### config.mk
export PLATFORM = sky130hd
export DESIGN_NAME = shift_unit_flat
export DESIGN_NICKNAME = d
export VERILOG_FILES = /design/src/rtl/shift_unit_pkg.sv /design/src/rtl/shift_unit_if.sv /design/src/rtl/shift_step.sv /design/src/rtl/shift_unit.sv /design/src/flat_wrapper.sv
export SDC_FILE = /design/constraint.sdc
export NUM_CORES = 1
export LEC_CHECK = 0
export BUFFER_PORTS_ARGS = -buffer_cell sky130_fd_sc_hd__buf_2
export CAP_MARGIN = 10
export CORE_AREA = 2 2 91 111
export CTS_BUF_LIST = sky130_fd_sc_hd__clkbuf_8
export DETAILED_ROUTE_END_ITERATION = 10
export DIE_AREA = 0 0 93 113
export PLACE_DENSITY = 0.62
export SYNTH_ARGS = -nofsm -noshare
export SYNTH_HDL_FRONTEND = slang
export SYNTH_SLANG_ARGS = --single-unit
### constraint.sdc
create_clock -name clock -period 9.26 [get_ports clock]
set_clock_uncertainty 0.1 [all_clocks]
set_input_delay 1.852 -clock clock [delete_from_list [all_inputs] [get_ports clock]]
set_output_delay 1.852 -clock clock [all_outputs]
set_load 0.005 [all_outputs]
### src/rtl/shift_unit_pkg.sv
// Shared types and helpers for the shift/rotate execution unit.
// Holds the opcode and FSM state encodings plus the effective-amount rule.
package shift_unit_pkg;

    typedef enum logic [2:0] {
        OP_SHL         = 3'd0,
        OP_SHR         = 3'd1,
        OP_SAR         = 3'd2,
        OP_ROL         = 3'd3,
        OP_ROR         = 3'd4,
        OP_ILLEGAL_MIN = 3'd5
    } op_e;

    typedef enum logic [1:0] {
        IDLE = 2'd0,
        BUSY = 2'd1,
        DONE = 2'd2
    } state_e;

    function automatic logic op_is_legal(input logic [2:0] op);
        return op < OP_ILLEGAL_MIN;
    endfunction

    function automatic logic op_is_rotate(input logic [2:0] op);
        return (op == OP_ROL) || (op == OP_ROR);
    endfunction

    // Shifts saturate at the operand width; rotates keep the raw amount and
    // simply iterate, so no modulo divider is needed.
    function automatic int unsigned eff_amount(input logic [2:0] op,
                                               input int unsigned amount,
                                               input int unsigned width);
        if (!op_is_legal(op)) begin
            return 0;
        end
        if (op_is_rotate(op)) begin
            return amount;
        end
        return (amount > width) ? width : amount;
    endfunction

endpackage

### src/rtl/shift_unit_if.sv
// Request/response bundle between decode, the shift unit and writeback.
// master = requester side, slave = shift unit side.
interface shift_unit_if #(
    parameter int WIDTH     = 12,
    parameter int AMT_WIDTH = 8
);
    logic                 in_valid;
    logic                 in_ready;
    logic [2:0]           in_op;
    logic [WIDTH-1:0]     in_value;
    logic [AMT_WIDTH-1:0] in_amount;
    logic                 out_valid;
    logic                 out_ready;
    logic [WIDTH-1:0]     out_value;
    logic                 out_lost;
    logic                 out_illegal;

    modport master (
        output in_valid, in_op, in_value, in_amount, out_ready,
        input  in_ready, out_valid, out_value, out_lost, out_illegal
    );

    modport slave (
        input  in_valid, in_op, in_value, in_amount, out_ready,
        output in_ready, out_valid, out_value, out_lost, out_illegal
    );
endinterface

### src/rtl/shift_step.sv
// Combinational single-step shifter: moves acc by k (0..STEP) positions
// and flags whether any 1 bit fell off the end.
module shift_step
    import shift_unit_pkg::*;
#(
    parameter  int WIDTH = 12,
    parameter  int STEP  = 4,
    localparam int KW    = $clog2(STEP + 1)
) (
    input  logic [2:0]       op,
    input  logic [WIDTH-1:0] acc,
    input  logic [KW-1:0]    k,
    output logic [WIDTH-1:0] res,
    output logic             lost
);

    logic [2*WIDTH-1:0] up;
    logic [2*WIDTH-1:0] dn;

    always_comb begin
        up   = {{WIDTH{1'b0}}, acc} << k;
        dn   = {acc, {WIDTH{1'b0}}} >> k;
        res  = acc;
        lost = 1'b0;
        case (op)
            OP_SHL: begin
                res  = up[WIDTH-1:0];
                lost = |up[2*WIDTH-1:WIDTH];
            end
            OP_SHR: begin
                res  = dn[2*WIDTH-1:WIDTH];
                lost = |dn[WIDTH-1:0];
            end
            OP_SAR: begin
                // acc's MSB is still the original sign because every SAR step refills it
                res  = dn[2*WIDTH-1:WIDTH] |
                       (acc[WIDTH-1] ? ~({WIDTH{1'b1}} >> k) : {WIDTH{1'b0}});
                lost = |dn[WIDTH-1:0];
            end
            OP_ROL: res = WIDTH'(({acc, acc} << k) >> WIDTH);
            OP_ROR: res = WIDTH'({acc, acc} >> k);
            default: ;
        endcase
    end

endmodule

### src/rtl/shift_unit.sv
// Multi-cycle shift/rotate unit: up to STEP bit positions per BUSY cycle.
//   state | meaning
//   IDLE  | waiting for a request, in_ready high
//   BUSY  | shifting acc, rem positions left to go
//   DONE  | result held on out_*, waiting for out_ready
module shift_unit
    import shift_unit_pkg::*;
#(
    parameter int WIDTH     = 12,
    parameter int AMT_WIDTH = 8,
    parameter int STEP      = 4
) (
    input  logic          clock,
    input  logic          reset,
    shift_unit_if.slave   bus,
    output logic          busy
);

    localparam int                   KW     = $clog2(STEP + 1);
    localparam logic [AMT_WIDTH-1:0] STEP_A = AMT_WIDTH'(STEP);

    state_e               state_q, state_d;
    logic [WIDTH-1:0]     acc_q, acc_d;
    logic [AMT_WIDTH-1:0] rem_q, rem_d;
    logic [2:0]           op_q, op_d;
    logic                 lost_acc_q, lost_acc_d;
    logic                 ready_q, ready_d;
    logic [WIDTH-1:0]     res_q, res_d;
    logic                 res_lost_q, res_lost_d;
    logic                 res_illegal_q, res_illegal_d;

    logic [AMT_WIDTH-1:0] amt_eff;
    logic [AMT_WIDTH-1:0] k_full;
    logic [KW-1:0]        k;
    logic [WIDTH-1:0]     step_res;
    logic                 step_lost;

    always_comb begin
        amt_eff = AMT_WIDTH'(eff_amount(bus.in_op, 32'(bus.in_amount), WIDTH));
        k_full  = (rem_q > STEP_A) ? STEP_A : rem_q;
    end

    assign k = KW'(k_full);

    shift_step #(
        .WIDTH (WIDTH),
        .STEP  (STEP)
    ) u_step (
        .op   (op_q),
        .acc  (acc_q),
        .k    (k),
        .res  (step_res),
        .lost (step_lost)
    );

    always_comb begin
        state_d       = state_q;
        acc_d         = acc_q;
        rem_d         = rem_q;
        op_d          = op_q;
        lost_acc_d    = lost_acc_q;
        res_d         = res_q;
        res_lost_d    = res_lost_q;
        res_illegal_d = res_illegal_q;
        case (state_q)
            IDLE: begin
                if (bus.in_valid && ready_q) begin
                    op_d       = bus.in_op;
                    acc_d      = bus.in_value;
                    rem_d      = amt_eff;
                    lost_acc_d = 1'b0;
                    if (amt_eff == '0) begin
                        state_d       = DONE;
                        res_d         = bus.in_value;
                        res_lost_d    = 1'b0;
                        res_illegal_d = !op_is_legal(bus.in_op);
                    end else begin
                        state_d = BUSY;
                    end
                end
            end
            BUSY: begin
                acc_d      = step_res;
                rem_d      = rem_q - k_full;
                lost_acc_d = lost_acc_q | step_lost;
                if (rem_d == '0) begin
                    state_d       = DONE;
                    res_d         = step_res;
                    res_lost_d    = lost_acc_q | step_lost;
                    res_illegal_d = 1'b0;
                end
            end
            DONE: begin
                if (bus.out_ready) begin
                    state_d = IDLE;
                end
            end
            default: state_d = IDLE;
        endcase
        // Registered so that in_ready is low for the whole time reset is held
        ready_d = (state_d == IDLE);
    end

    always_ff @(posedge clock or negedge reset) begin
        if (!reset) begin
            state_q       <= IDLE;
            acc_q         <= '0;
            rem_q         <= '0;
            op_q          <= '0;
            lost_acc_q    <= 1'b0;
            ready_q       <= 1'b0;
            res_q         <= '0;
            res_lost_q    <= 1'b0;
            res_illegal_q <= 1'b0;
        end else begin
            state_q       <= state_d;
            acc_q         <= acc_d;
            rem_q         <= rem_d;
            op_q          <= op_d;
            lost_acc_q    <= lost_acc_d;
            ready_q       <= ready_d;
            res_q         <= res_d;
            res_lost_q    <= res_lost_d;
            res_illegal_q <= res_illegal_d;
        end
    end

    assign bus.in_ready    = ready_q;
    assign bus.out_valid   = (state_q == DONE);
    assign bus.out_value   = res_q;
    assign bus.out_lost    = res_lost_q;
    assign bus.out_illegal = res_illegal_q;
    assign busy            = (state_q != IDLE);

endmodule

### src/flat_wrapper.sv
// flat-port wrapper written by rule: the top's interface ports become plain ports
module shift_unit_flat import shift_unit_pkg::*;
#(
    parameter int WIDTH     = 12,
    parameter int AMT_WIDTH = 8,
    parameter int STEP      = 4
)
  (clock, reset, busy, bus_in_valid, bus_in_op, bus_in_value, bus_in_amount, bus_out_ready, bus_in_ready, bus_out_valid, bus_out_value, bus_out_lost, bus_out_illegal);
  shift_unit_if #(.WIDTH(WIDTH), .AMT_WIDTH(AMT_WIDTH)) bus_i ();
  input  logic clock;
  input  logic reset;
  output logic busy;
  input wire logic [$bits(bus_i.in_valid)-1:0] bus_in_valid;
  input wire logic [$bits(bus_i.in_op)-1:0] bus_in_op;
  input wire logic [$bits(bus_i.in_value)-1:0] bus_in_value;
  input wire logic [$bits(bus_i.in_amount)-1:0] bus_in_amount;
  input wire logic [$bits(bus_i.out_ready)-1:0] bus_out_ready;
  output wire logic [$bits(bus_i.in_ready)-1:0] bus_in_ready;
  output wire logic [$bits(bus_i.out_valid)-1:0] bus_out_valid;
  output wire logic [$bits(bus_i.out_value)-1:0] bus_out_value;
  output wire logic [$bits(bus_i.out_lost)-1:0] bus_out_lost;
  output wire logic [$bits(bus_i.out_illegal)-1:0] bus_out_illegal;
  assign bus_i.in_valid = bus_in_valid;
  assign bus_i.in_op = bus_in_op;
  assign bus_i.in_value = bus_in_value;
  assign bus_i.in_amount = bus_in_amount;
  assign bus_i.out_ready = bus_out_ready;
  assign bus_in_ready = bus_i.in_ready;
  assign bus_out_valid = bus_i.out_valid;
  assign bus_out_value = bus_i.out_value;
  assign bus_out_lost = bus_i.out_lost;
  assign bus_out_illegal = bus_i.out_illegal;
  shift_unit #(.WIDTH(WIDTH), .AMT_WIDTH(AMT_WIDTH), .STEP(STEP)) u_core (.clock(clock), .reset(reset), .bus(bus_i), .busy(busy));
endmodule
==> metrics.md <==
| Metric | Value |
|---|---|
| Pwr Density | `403.0 nW/µm²` |
| Ys Warns | `0` |
| Reg area | `1026 µm²` |
| Max VDD drop | `0.2733 mV` |
| Crit path DAT | `4.28 ns` |
| Layout cells sized above 1 | `15.42%` |
| GRT met1 Usage | `34.12%` |
| Commonest cells in the netlist | `nand2_1, dfrtp_1, o21ai_0` |
| Final hold viol count | `0` |
| Met2 usage | `38.70%` |
| Design area | `3966 µm²` |
| Place WS | `5.134 ns` |
| Leak pwr | `1.530 nW` |
| Reg2Reg Depth | `9` |
| Fillers | `968` |
| Post-synth top flop | `dfrtp_1` |
| Antenna viol nets, final | `0` |
| Multi-input gate area | `2390 µm²` |
| Die Wd | `93 µm` |
| Clock Sinks | `41` |
| RePlAce Congestion | `1.003` |
| Max transition margin | `29.58%` |
| Post-DP HPWL | `8813 µm` |
| Mapped Area | `3690 µm²` |
| Max cap viols | `0` |
| Post-synth EDFFs | `0` |
| Total CTS buffers | `5` |
| Root Buffer | `clkbuf_8` |
| Min Hold Slack | `0.3834 ns` |
| Final Cycle Share | `44.86%` |
| Setup tns final | `0 ns` |
| CTS tree | `built` |
| WS Path Type | `flop to flop` |
| Seq cells post-synth | `41` |
| Seq/Total Area, Yosys | `27.81%` |
| Busiest grt layer | `met2` |
| Final core occ | `42.33%` |
| Distinct cell type count after synthesis | `69` |
| Fin nets | `507` |
| Vias in the first global route | `3702` |
| Fmax achieved | `0.2407 GHz` |
| # Post-CTS Setup Buffers | `0` |
| Antenna violations before repair | `0` |
| Initial Utilization | `39.38%` |
| Worst slew pin tran | `1.056 ns` |
| CP required | `9.39 ns` |
| Worst Path Max Fanout | `22` |
| Clock buffer depth | `2` |
| Worst Hold Path Cells | `1` |
| Synth area leader | `dfrtp_1` |
| Total Routing Usage GR | `24.73%` |
| Die Ht | `113 µm` |
| Number of diodes | `0` |
| Total gr overflow | `0` |
| Post-CTS sizing | `0` |
| WL per Instance | `21.02 µm` |
| Core Region | `9369 µm²` |
| Vias/cell | `6.629` |
| Post-Syn Nets | `504` |
| Most instantiated library cell after synthesis | `nand2_1` |
| R2R setup slack | `5.11 ns` |
| Row count | `39` |
| 1st-iter DRT viols | `589` |
| Run status | `finished clean` |
| Setup slack after layout | `5.106 ns` |
| Crit. End Element | `flop` |
| Hold Path Class | `flop to flop` |
| Synth async-reset ratio | `100.0%` |
| Latest clock arrival within the worst-skew pair | `0.30 ns` |
| Die ar. | `10510 µm²` |
| RSZ-0062 raised after global routing | `no` |
| Max H-tree Level | `2` |
| IO Port Bufs | `43` |
| Final setup viols | `0` |
| Largest net degree at the start of global routing | `55` |
| WL final | `12680 µm` |
| Final slew viol count | `0` |
| Area after DPL | `3879 µm²` |
| Drt pass-1 iters | `5` |
| Final Critical Period | `4.154 ns` |
| Synth top area share | `27.81%` |
| Startpoint Class | `flop` |
| Hold-fix buffer count after cts | `0` |
| First-pass GRT wire length | `20460 µm` |
| Synth-to-layout area growth | `7.494%` |
| Worst-path clk slew | `0.08 ns` |
| Met3 Usage GRT | `2.863%` |
| Post-Syn Instances | `476` |
| Largest cells by area after synthesis | `dfrtp_1, nand2_1, o21ai_0, a21oi_1, clkbuf_1` |
| DRC errors left | `0` |
| I/O pin total | `44` |
| Via count | `3997` |
| Syn avg cell area | `7.752 µm²` |
## stage by stage
step / power, mW / cells
6_report: 1.599 / 603
5_1_grt: 1.720 / 603
4_1_cts: 1.569 / 603
3_5_place_dp: 1.448 / 595
3_3_place_gp: 1.443 / 595
2_1_floorplan: 1.152 / 476
## flip-flops by register name (all words and copies together), names as in the netlist
name                    count
u_core.op_q                 3
u_core.bus.out_lost         1
u_core.bus.in_ready         1
u_core.rem_q                8
u_core.bus.out_value       12
u_core.bus.out_illegal      1
u_core.state_q              2
u_core.acc_q               12
u_core.lost_acc_q           1
## routing by layer
layer / up-vias / routed length (µm) / part of all wire (%)
met3: 53 / 804 / 6.3
met1: 1905 / 5442 / 43
met5: - / 0 / 0
met4: 0 / 597 / 4.7
li1: 1832 / - / -
met2: 207 / 5833 / 46
## logic make-up (layout without fill, tap and decap cells)
| group | Yosys count | after routing | synth area share (%) |
|---|---|---|---|
| AO/OA/AOI/OAI | 199 | 199 | 38.01 |
| AND/OR/NAND/NOR | 148 | 148 | 19.43 |
| buffers and inverters | 66 | 70 | 7.494 |
| flip-flops | 41 | 41 | 27.81 |
| multiplexers | 18 | 18 | 6.341 |
| XOR/XNOR | 2 | 2 | 0.4748 |
| adder cells (fa/ha/maj) | 1 | 1 | 0.3390 |
| other | 1 | 1 | 0.1016 |
## cell type report
cell class,count,area share (%)
clock buffer,5,1.735
clock inverter,3,0.4732
inverter,13,1.230
multi-input combinational,369,60.25
sequential,41,25.87
tap,123,3.880
timing repair buffer,49,6.562
## final timing paths
check | start | end
min | u_core.bus.out_value[7] | u_core.bus.out_value[7]
min reg2reg | u_core.bus.out_value[7] | u_core.bus.out_value[7]
min in group asynchronous | reset | u_core.state_q[0]
max in group asynchronous | reset | u_core.acc_q[1]
max | u_core.rem_q[6] | u_core.bus.out_value[0]
max reg2reg | u_core.rem_q[6] | u_core.bus.out_value[0]
## cells in the final DEF (no fill, tap or decap), types with 4 or more instances in the layout
cell	count
a311oi_1	4
nor2_1	27
a2111oi_0	4
a31oi_1	11
mux2i_1	11
o211ai_1	15
nand3_1	10
a21oi_1	33
nor4_1	5
nor3_1	8
a21boi_0	6
o221ai_1	6
a211o_1	4
a41oi_1	4
o21ai_1	7
mux4_2	4
nand2_1	57
nor2b_1	6
a21o_1	4
clkbuf_8	5
a22oi_1	6
buf_2	43
buf_4	6
nand4_1	4
dfrtp_1	41
inv_1	14
o2111ai_1	7
o21ai_0	38
o311ai_0	5
a2bb2oi_1	4
nand2b_1	9
## critical path: stages (launching register included)
cell       delay (ns)
dfrtp_1          0.46
nor2_1           0.66
nand2_1          0.77
nand2_1          0.25
ha_1             0.27
or3_1            0.41
a2111oi_4        0.35
nand3_2          0.33
nand2_1          0.28
a2bb2oi_1        0.18
## power by group
part	leakage (nW)	total (mW)	internal, mW	switching [mW]
logic	0.987	1.04	0.394	0.642
registers	0.501	0.444	0.264	0.180
clock network	0.0416	0.118	0.0520	0.0659
total	1.53	1.60	0.710	0.888
No activity file was read; power rests on OpenSTA's default activity.
